<file path="src/rtl/qpsk_pkg.sv">
`default_nettype none
// +----------------------------------------------------------------------+
// | Package    : qpsk_pkg                                                 |
// | Purpose    : Shared constants for the QPSK receiver control blocks:   |
// |              phase-search FSM state encoding, default settle/window/  |
// |              threshold values and a small elaboration helper.         |
// | Revision   : 1.0  initial release                                     |
// +----------------------------------------------------------------------+
package qpsk_pkg;

  // Default phase-search configuration
  localparam int UPSAMPLE_DEF   = 4;
  localparam int SETTLE_SYM_DEF = 32;
  localparam int WIN_LOG2_DEF   = 10;
  localparam int ERR_W_DEF      = 11;
  localparam int ERR_THRESH_DEF = 16;

  // Phase-search FSM encoding
  localparam int          ST_W       = 3;
  localparam logic [2:0]  ST_IDLE    = 3'd0;
  localparam logic [2:0]  ST_SETTLE  = 3'd1;
  localparam logic [2:0]  ST_MEASURE = 3'd2;
  localparam logic [2:0]  ST_EVAL    = 3'd3;
  localparam logic [2:0]  ST_LOCK    = 3'd4;
  localparam logic [2:0]  ST_FAIL    = 3'd5;

  function automatic int max_int(input int a, input int b);
    return (a > b) ? a : b;
  endfunction

endpackage
`default_nettype wire

</file>
<file path="src/rtl/sym_window_ctr.sv">
`default_nettype none
// +----------------------------------------------------------------------+
// | Module     : sym_window_ctr                                           |
// | Purpose    : Strobe-driven symbol window counter with a saturating    |
// |              error accumulator. Counts len strobes, then wraps its    |
// |              window count; the error total is held until cleared.    |
// | Ports      : clk, rst    clock / synchronous active-high reset        |
// |              clr         clear both counters (beats a same-cycle      |
// |                          strobe)                                      |
// |              sym_en      gated symbol strobe                          |
// |              err         symbol error, valid with sym_en              |
// |              len         window length in strobes (>= 1)              |
// |              err_cnt     registered error total                       |
// |              err_next    error total including this cycle's strobe    |
// |              done        comb pulse on the len-th strobe              |
// | Revision   : 1.0  initial release                                     |
// +----------------------------------------------------------------------+
module sym_window_ctr
  import qpsk_pkg::*;
#(
  parameter int CNT_W = 11,
  parameter int ERR_W = 11
) (
  input  logic             clk,
  input  logic             rst,
  input  logic             clr,
  input  logic             sym_en,
  input  logic             err,
  input  logic [CNT_W-1:0] len,
  output logic [ERR_W-1:0] err_cnt,
  output logic [ERR_W-1:0] err_next,
  output logic             done
);

  logic [CNT_W-1:0] win_cnt;

  always_comb begin
    err_next = err_cnt;
    if (sym_en && err && (err_cnt != {ERR_W{1'b1}}))
      err_next = err_cnt + 1'b1;
  end

  assign done = sym_en && (win_cnt == (len - 1'b1));

  always_ff @(posedge clk) begin
    if (rst || clr) begin
      win_cnt <= '0;
      err_cnt <= '0;
    end else if (sym_en) begin
      win_cnt <= done ? '0 : (win_cnt + 1'b1);
      err_cnt <= err_next;
    end
  end

endmodule
`default_nettype wire

</file>
<file path="src/rtl/phase_search_ctrl.sv">
`default_nettype none
// +----------------------------------------------------------------------+
// | Module     : phase_search_ctrl                                        |
// | Purpose    : Startup sampling-phase search for the QPSK receiver.     |
// |              Sweeps phase 0..3, scores each phase over a window of    |
// |              2^WIN_LOG2 symbols after SETTLE_SYM flush symbols, and   |
// |              locks on the lowest-error phase (lower phase on ties) or |
// |              flags failure when the best count exceeds ERR_THRESH.    |
// | Ports      : clk, rst    clock / synchronous active-high reset        |
// |              i_start     pulse: begin search (ignored while busy)     |
// |              i_sym_en    symbol strobe, 1 clk in UPSAMPLE             |
// |              i_err       symbol error, valid with i_sym_en            |
// |              o_phase     rx sampling phase select                     |
// |              o_rx_en     rx enable                                    |
// |              o_ber_en    high while errors are being scored           |
// |              o_busy      search in progress                           |
// |              o_locked    locked, o_phase final                        |
// |              o_fail      sweep done, best count above threshold       |
// |              o_best_err  best window error count so far               |
// | Config     : PHASE_SEARCH_RELOCK_EN - keep measuring windows while    |
// |              locked; restart the sweep when a window exceeds          |
// |              ERR_THRESH, otherwise report that window's count.        |
// | Revision   : 1.0  initial release                                     |
// +----------------------------------------------------------------------+
module phase_search_ctrl
  import qpsk_pkg::*;
#(
  parameter int UPSAMPLE   = UPSAMPLE_DEF,
  parameter int SETTLE_SYM = SETTLE_SYM_DEF,
  parameter int WIN_LOG2   = WIN_LOG2_DEF,
  parameter int ERR_W      = ERR_W_DEF,
  parameter int ERR_THRESH = ERR_THRESH_DEF
) (
  input  logic             clk,
  input  logic             rst,
  input  logic             i_start,
  input  logic             i_sym_en,
  input  logic             i_err,
  output logic [1:0]       o_phase,
  output logic             o_rx_en,
  output logic             o_ber_en,
  output logic             o_busy,
  output logic             o_locked,
  output logic             o_fail,
  output logic [ERR_W-1:0] o_best_err
);

`ifdef PHASE_SEARCH_RELOCK_EN
  localparam bit RELOCK = 1'b1;
`else
  localparam bit RELOCK = 1'b0;
`endif

  localparam int               CNT_W      = max_int($clog2(SETTLE_SYM + 1), WIN_LOG2 + 1);
  localparam logic [CNT_W-1:0] SETTLE_LEN = CNT_W'(SETTLE_SYM);
  localparam logic [CNT_W-1:0] WIN_LEN    = CNT_W'(2 ** WIN_LOG2);
  localparam logic [ERR_W-1:0] THRESH     = ERR_W'(ERR_THRESH);

  logic [ST_W-1:0]  state, state_nx;
  logic [1:0]       phase_nx, best_ph, best_ph_nx;
  logic [ERR_W-1:0] best_err_nx;
  logic             ctr_clr, ctr_en, ctr_done;
  logic [CNT_W-1:0] ctr_len;
  logic [ERR_W-1:0] err_cnt, err_next;

  sym_window_ctr #(
    .CNT_W (CNT_W),
    .ERR_W (ERR_W)
  ) u_win (
    .clk      (clk),
    .rst      (rst),
    .clr      (ctr_clr),
    .sym_en   (i_sym_en && ctr_en),
    .err      (i_err),
    .len      (ctr_len),
    .err_cnt  (err_cnt),
    .err_next (err_next),
    .done     (ctr_done)
  );

  always_comb begin
    state_nx    = state;
    phase_nx    = o_phase;
    best_err_nx = o_best_err;
    best_ph_nx  = best_ph;
    ctr_clr     = 1'b0;
    ctr_en      = 1'b0;
    ctr_len     = WIN_LEN;

    case (state)
      ST_IDLE, ST_FAIL: begin
        if (i_start) begin
          state_nx    = ST_SETTLE;
          phase_nx    = 2'd0;
          best_err_nx = '1;
          best_ph_nx  = 2'd0;
          ctr_clr     = 1'b1;
        end
      end

      ST_SETTLE: begin
        ctr_en  = 1'b1;
        ctr_len = SETTLE_LEN;
        // Settle-period errors are discarded by clearing on the way out
        if (ctr_done) begin
          state_nx = ST_MEASURE;
          ctr_clr  = 1'b1;
        end
      end

      ST_MEASURE: begin
        ctr_en = 1'b1;
        // Counter holds the final total (last strobe included) for EVAL
        if (ctr_done)
          state_nx = ST_EVAL;
      end

      ST_EVAL: begin
        ctr_clr = 1'b1;
        // Strict compare: an equal count never displaces a lower phase
        if (err_cnt < o_best_err) begin
          best_err_nx = err_cnt;
          best_ph_nx  = o_phase;
        end
        if (o_phase != 2'd3) begin
          phase_nx = o_phase + 2'd1;
          state_nx = ST_SETTLE;
        end else begin
          phase_nx = best_ph_nx;
          state_nx = (best_err_nx <= THRESH) ? ST_LOCK : ST_FAIL;
        end
      end

      ST_LOCK: begin
        ctr_en = RELOCK;
        if (i_start || (RELOCK && ctr_done && (err_next > THRESH))) begin
          state_nx    = ST_SETTLE;
          phase_nx    = 2'd0;
          best_err_nx = '1;
          best_ph_nx  = 2'd0;
          ctr_clr     = 1'b1;
        end else if (RELOCK && ctr_done) begin
          // Window ends on this strobe: report it and start the next one
          best_err_nx = err_next;
          ctr_clr     = 1'b1;
        end
      end

      default: state_nx = ST_IDLE;
    endcase
  end

  always_ff @(posedge clk) begin
    if (rst) begin
      state      <= ST_IDLE;
      o_phase    <= 2'd0;
      best_ph    <= 2'd0;
      o_best_err <= '1;
      o_rx_en    <= 1'b0;
      o_ber_en   <= 1'b0;
      o_busy     <= 1'b0;
      o_locked   <= 1'b0;
      o_fail     <= 1'b0;
    end else begin
      state      <= state_nx;
      o_phase    <= phase_nx;
      best_ph    <= best_ph_nx;
      o_best_err <= best_err_nx;
      o_rx_en    <= (state_nx != ST_IDLE) && (state_nx != ST_FAIL);
      o_ber_en   <= (state_nx == ST_MEASURE) || (RELOCK && (state_nx == ST_LOCK));
      o_busy     <= (state_nx == ST_SETTLE) || (state_nx == ST_MEASURE) ||
                    (state_nx == ST_EVAL);
      o_locked   <= (state_nx == ST_LOCK);
      o_fail     <= (state_nx == ST_FAIL);
    end
  end

  // EVAL takes one clock between the last window strobe and the next
  // strobe; with strobes at least two clocks apart none can land there.
  always_ff @(posedge clk) begin
    if (!rst && (UPSAMPLE > 1))
      assert (!((state == ST_EVAL) && i_sym_en));
  end

endmodule
`default_nettype wire
</file>
<file path="config.mk">
export PLATFORM = sky130hd
export DESIGN_NAME = phase_search_ctrl
export DESIGN_NICKNAME = d
export VERILOG_FILES = /design/src/rtl/qpsk_pkg.sv /design/src/rtl/sym_window_ctr.sv /design/src/rtl/phase_search_ctrl.sv
export SDC_FILE = /design/constraint.sdc
export NUM_CORES = 1
export LEC_CHECK = 0
export BUFFER_PORTS_ARGS = -buffer_cell sky130_fd_sc_hd__buf_4
export CORE_ASPECT_RATIO = 2
export CORE_MARGIN = 2
export CORE_UTILIZATION = 40
export DETAILED_ROUTE_END_ITERATION = 16
export HOLD_SLACK_MARGIN = 0.08
export PLACE_DENSITY = 0.64
export SLEW_MARGIN = 5
export SYNTH_ARGS = -nofsm -noshare
export SYNTH_HDL_FRONTEND = slang
export SYNTH_SLANG_ARGS = --single-unit
</file>
<file path="constraint.sdc">
create_clock -name clk -period 3.9 [get_ports clk]
set_input_delay 0.195 -clock clk [delete_from_list [all_inputs] [get_ports clk]]
set_output_delay 0.195 -clock clk [all_outputs]
set_load 0.03 [all_outputs]
</file>
# Yosys cells after proc, flatten, opt, wreduce, memory -nomap -nowiden

Index checks and enable logic that the tools add are counted.

Flip-flop bits (word level): 45
Bits of input ports: 5
Output and inout bits: 18
Logic and storage cells: 68

Add/subtract/negate cells: 4
Order comparisons: 2
Equality and inequality tests: 15
Mux-type cells: 21
Reduce and logical (&&, ||, !) cells: 15

Operators with widths:

| cell                  | number |
|---|---|
| $mux 11               | 5 |
| $add 11x1->11 const B | 2 |
| $pmux 11 s2           | 1 |
| $eq 3x2->1 const B    | 4 |
| $eq 3x3->1 const B    | 4 |
| $mux 3                | 4 |
| $pmux 3 s4            | 1 |
| $eq 11x11->1          | 1 |
| $le 11x5->1 const B   | 1 |
| $lt 11x11->1          | 1 |
| $ne 11x11->1 const B  | 1 |
| $sub 11x1->11 const B | 1 |
| $pmux 2 s2            | 2 |
| $eq 3x1->1 const B    | 2 |
| $mux 2                | 3 |
| $logic_and 1x1->1     | 5 |
| $mux 1                | 4 |
| $reduce_and 2->1      | 2 |
| $logic_not 3->1       | 1 |
| $logic_or 1x1->1      | 3 |
| $ne 3x3->1 const B    | 1 |
| $pmux 1 s3            | 1 |
| $reduce_bool 3->1     | 1 |
| $reduce_or 3->1       | 1 |
| other kinds (5)       | 5 |

# Logic depth before layout (Yosys ltp)

Word-level depth: 10
Mapped depth: 9

# Modules after synthesis

Synthesis repeated with hierarchy kept, for this count alone.

Cell total of the unflattened synthesis: 322
Area total of the unflattened synthesis: 2836.5 µm²

By module, submodules not included:

| module            | instances | cells an instance | area each (µm²) | seq. area each (µm²) |
|---|---|---|---|---|
| sym_window_ctr    | 1         | 171               | 1430.1          | 440.4 |
| phase_search_ctrl | 1         | 151               | 1406.3          | 460.4 |

# Worst setup path after synthesis

Ideal clock, no wire load.

Kind: register -> register
Start: register o_best_err[4]
End: register o_rx_en
Library setup time: 0.123 ns
Arrival: 2.452 ns
Data required time: 3.777 ns
Path slack: 1.325 ns
Cell stages (with the launch flop): 9
Buffers on the path: 0
Cell sequence: dfxtp_1 > inv_1 > ha_1 > a21oi_1 > o21ai_0 > a221oi_2 > mux2_2 > a21o_1 > mux2_1

Word-level cells in the longest chain between the ends: 9

Ends and longest elaborated chain:

| element                                         | RTL line                 | text |
|---|---|---|
| start: declaration                              | phase_search_ctrl.sv:45  | `output logic [ERR_W-1:0] o_best_err` |
| start signal: assignment                        | phase_search_ctrl.sv:168 | `o_best_err <= best_err_nx;` |
| $lt 11x11->1                                    | phase_search_ctrl.sv:121 | `if (err_cnt < o_best_err) begin` |
| $mux 11 *                                       | phase_search_ctrl.sv:121 |  |
| $mux 11 *                                       | phase_search_ctrl.sv:90  | `case (state)` |
| $le 11x5->1 *                                   | phase_search_ctrl.sv:130 | `state_nx = (best_err_nx <= THRESH) ? ST_LOCK : ST_FAIL;` |
| $mux 1 *                                        | phase_search_ctrl.sv:130 |  |
| $mux 3 *                                        | phase_search_ctrl.sv:125 | `if (o_phase != 2'd3) begin` |
| $pmux 3 s4 *                                    | phase_search_ctrl.sv:90  |  |
| $ne 3x3->1 or $reduce_bool 3->1 (tied branches) | phase_search_ctrl.sv:169 | `o_rx_en <= (state_nx != ST_IDLE) && (state_nx != ST_FAIL);` |
| $logic_and 1x1->1 *                             | phase_search_ctrl.sv:169 |  |
| end signal: assignment                          | phase_search_ctrl.sv:169 |  |
| end: declaration                                | phase_search_ctrl.sv:40  | `output logic o_rx_en,` |

Every way passes the cells marked *; elsewhere a longest branch is shown, timed or not. The select of a mux whose other input is x is not followed.
A chain may end at the register's enable or synchronous reset.

# Worst setup path in the final report

Start: register u_win.err_cnt[4]
End: register o_best_err[5]

Word-level cells in the longest chain between the ends: 4

Ends and longest elaborated chain:

| element                  | RTL line                 | text |
|---|---|---|
| start: declaration       | sym_window_ctr.sv:30     | `output logic [ERR_W-1:0] err_cnt,` |
| start signal: assignment | sym_window_ctr.sv:51     | `err_cnt <= err_next;` |
| $lt 11x11->1             | phase_search_ctrl.sv:121 |  |
| $mux 11                  | phase_search_ctrl.sv:121 |  |
| $mux 11                  | phase_search_ctrl.sv:90  |  |
| $pmux 11 s2              | phase_search_ctrl.sv:90  |  |

No other way between the ends. The select of a mux whose other input is x is not followed.

==> run_results.csv <==
group,metric,value,unit
worst_setup_path,cp-start-kind,"flip-flop",
clocking,cts.hold.buffers_added,0,
global_routing,grt_overflow_total,0,
worst_setup_path,crit_fanout,13,
timing,rsz0062_at_grt,"false",
timing,finClkSkew,0.00804,ns
place,place_hpwl,3.81,mm
pwr,p_per_area,337,mW/mm²
timing,period_share,68.5,%
routing,antenna_left,0,
timing,worst_pin_slew,0.863,ns
pwr,ir_worst_vdd,220,µV
hold_path,min_path_type,"input port to flip-flop",
place,port_buffers,22,
timing,report.final.slew_viol_count,0,
worst_setup_path,critPathArrivalTime,2.91,ns
die,die_h,110,µm
layout,fin_cells,338,
synth,async_reset_ff_share,0,%
global_routing,met2_usage,30.3,%
global_routing,grt_pass1_wl,8.41,mm
global_routing,grt_pass1_vias,1828,
clocking,postCtsSetupBuffers,0,
global_routing,top_usage_layer,"met2",
layout,drive_above_1_share,15.8,%
synth,synth_cells,254,
synth,ys.warnings.count,0,
die,start_util,41.5,%
layout,antenna_cells,0,
synth,synth_area,0.00227,mm²
die,core,0.00547,mm²
worst_setup_path,cp.required,4.14,ns
pwr,p_leak,1.06,nW
synth,synth_cell_types,54,
synth,ys.flop_type,"dfxtp_1",
timing,hold_viol,0,
clocking,clock_path_buffers,2,
synth,ys_top_cells_by_area,"dfxtp_1 (40%), ha_1 (7.2%), nor2_1 (5.3%)",
routing,drtIter0Drc,38,
place,gp_congestion,0.855,
die,rows,38,
clocking,cts_root_buf,"clkbuf_8",
run_status,outcome,"finished, final reports clean",
routing,drc_errors,0,
clocking,cts_made_buffers,5,
timing,setup_viol,0,
routing,wl_per_cell,14.5,µm
layout,layout_common_cells,"dfxtp_1 (45), nor2_1 (32), nand2_1 (23), buf_4 (23), inv_1 (17)",
timing,max_freq,374,MHz
clocking,cts_tree,"done",
timing,finalCriticalPeriod,2.67,ns
global_routing,grt_usage,16.8,%
worst_setup_path,cp-end-kind,"flip-flop",
global_routing,antenna_found_initial,0,
synth,synth-seq-area-share,39.7,%
die,die_area,0.00632,mm²
synth,synth-edff-count,0,
clocking,clock_sink_count,45,
timing,relSlewSlack,42.2,%
synth,ys_ff_latch,45,
timing,tns,0,ns
routing,routed_wl,4.92,mm
place,dp.cells,330,
die,die_w,57.2,µm
global_routing,met3_usage,3.28,%
synth,synth_fp_nets,272,
run,maxCapViolCount,0,
die,ios,23,
synth,syn_area_per_cell,8.93,µm²
worst_setup_path,crit_type,"flip-flop to flip-flop",
clocking,clock_latency,0.30,ns
layout,area_delta_synth_final,14.3,%
clocking,htree_levels,2,
layout,fin_nets,295,
layout,final_common_cell,"dfxtp_1",
global_routing,grt_util_met1,17.2,%
global_routing,grt_max_degree,14,
routing,avgViaCountPerCell,5.46,
routing,via_count,1846,
synth,synth.largest_area_cell,"dfxtp_1",
clocking,clkTransAtPathRegs,0.09,ns
clocking,cts_resized,0,
routing,firstDrtPassIters,4,
layout,final_util,47.4,%
synth,synth_top_cell_area_share,39.7,%
-- critical path, cell delays in order (launching register included) --
cell      delay, ns
dfxtp_1        0.48
ha_1           0.30
a21oi_1        0.13
o21ai_0        0.12
a221oi_2       0.53
nor3_1         0.10
nor2_1         0.67
o22a_1         0.28
-- cells in the mapped netlist, types with 2 or more instances --
| cell | number |
|---|---|
| inv_1 | 17 |
| o21ai_0 | 9 |
| nor4_1 | 2 |
| xor2_1 | 8 |
| xnor2_1 | 9 |
| nand3_1 | 12 |
| nor3_1 | 8 |
| a21o_1 | 2 |
| nor2_1 | 32 |
| nor4_4 | 2 |
| nand4_1 | 5 |
| nand2b_1 | 2 |
| buf_2 | 2 |
| nor4b_1 | 2 |
| a31oi_1 | 2 |
| nor2b_1 | 3 |
| ha_1 | 13 |
| a21oi_1 | 8 |
| clkbuf_1 | 3 |
| o41ai_1 | 2 |
| o22a_1 | 11 |
| dfxtp_1 | 45 |
| and3_1 | 2 |
| nand2_1 | 23 |
-- state kept, by name (all words and copies together) (netlist names) --
| name | count |
|---|---|
| best_ph | 2 |
| o_phase | 2 |
| o_locked | 1 |
| o_rx_en | 1 |
| o_busy | 1 |
| o_ber_en | 1 |
| u_win.err_cnt | 11 |
| state | 3 |
| o_fail | 1 |
| o_best_err | 11 |
| u_win.win_cnt | 11 |
-- metrics by stage --
| stage | area (µm²) | power (mW) | worst slack (ns) | hold WS [ns] |
|---|---|---|---|---|
| floorplan | 2270 | 0.506 | 1.32 | 0.445 |
| global placement | 2470 | 0.517 | 1.27 | 0.434 |
| detailed placement | 2470 | 0.517 | 1.22 | 0.434 |
| CTS | 2590 | 0.882 | 1.20 | 0.108 |
| global route | 2590 | 0.903 | 0.965 | 0.118 |
| finish | 2590 | 0.873 | 1.23 | 0.110 |
-- logic make-up (layout without fill, tap and decap cells) --
| group | after synthesis | count (layout) | share of synthesized area, % |
|---|---|---|---|
| multiplexers | 3 | 3 | 1.43 |
| AO/OA/AOI/OAI | 48 | 48 | 16.6 |
| XOR/XNOR | 17 | 17 | 6.57 |
| AND/OR/NAND/NOR | 104 | 104 | 24.0 |
| buffers and inverters | 24 | 48 | 4.58 |
| adder cells (fa/ha/maj) | 13 | 13 | 7.17 |
| flip-flops | 45 | 45 | 39.7 |
-- cell type report --
| cell class | instances | area, µm² |
|---|---|---|
| Fill cell | 517 | 2880 |
| Multi-Input combinational cell | 185 | 1260 |
| Sequential cell | 45 | 901 |
| Timing Repair Buffer | 23 | 173 |
| Clock buffer | 7 | 86.3 |
| Tap cell | 60 | 75.1 |
| Inverter | 17 | 63.8 |
| Clock inverter | 1 | 30.0 |
-- per-layer routing --
metal  share of wire, %  up-vias  routed length (µm)
met4                3.5        0                 172
met5                  0        -                   0
met3                3.1       14                 154
li1                   -      942                   -
met2                 56       36                2770
met1                 37      854                1820
-- report_power, final --
group	internal, mW	switching [mW]
combinational	0.0151	0.0258
clock	0.209	0.158
sequential	0.462	0.00288
total	0.686	0.187
-- path summary, 6_finish.rpt --
check / from / to / slack [ns] / cells after the start
min reg2reg: best_ph[0] / best_ph[0] / 0.48 / 2
max reg2reg: u_win.err_cnt[4] / o_best_err[5] / 1.23 / 7
max: u_win.err_cnt[4] / o_best_err[5] / 1.23 / 7
min: rst / state[1] / 0.11 / 2
No activity file was read; power rests on OpenSTA's default activity.
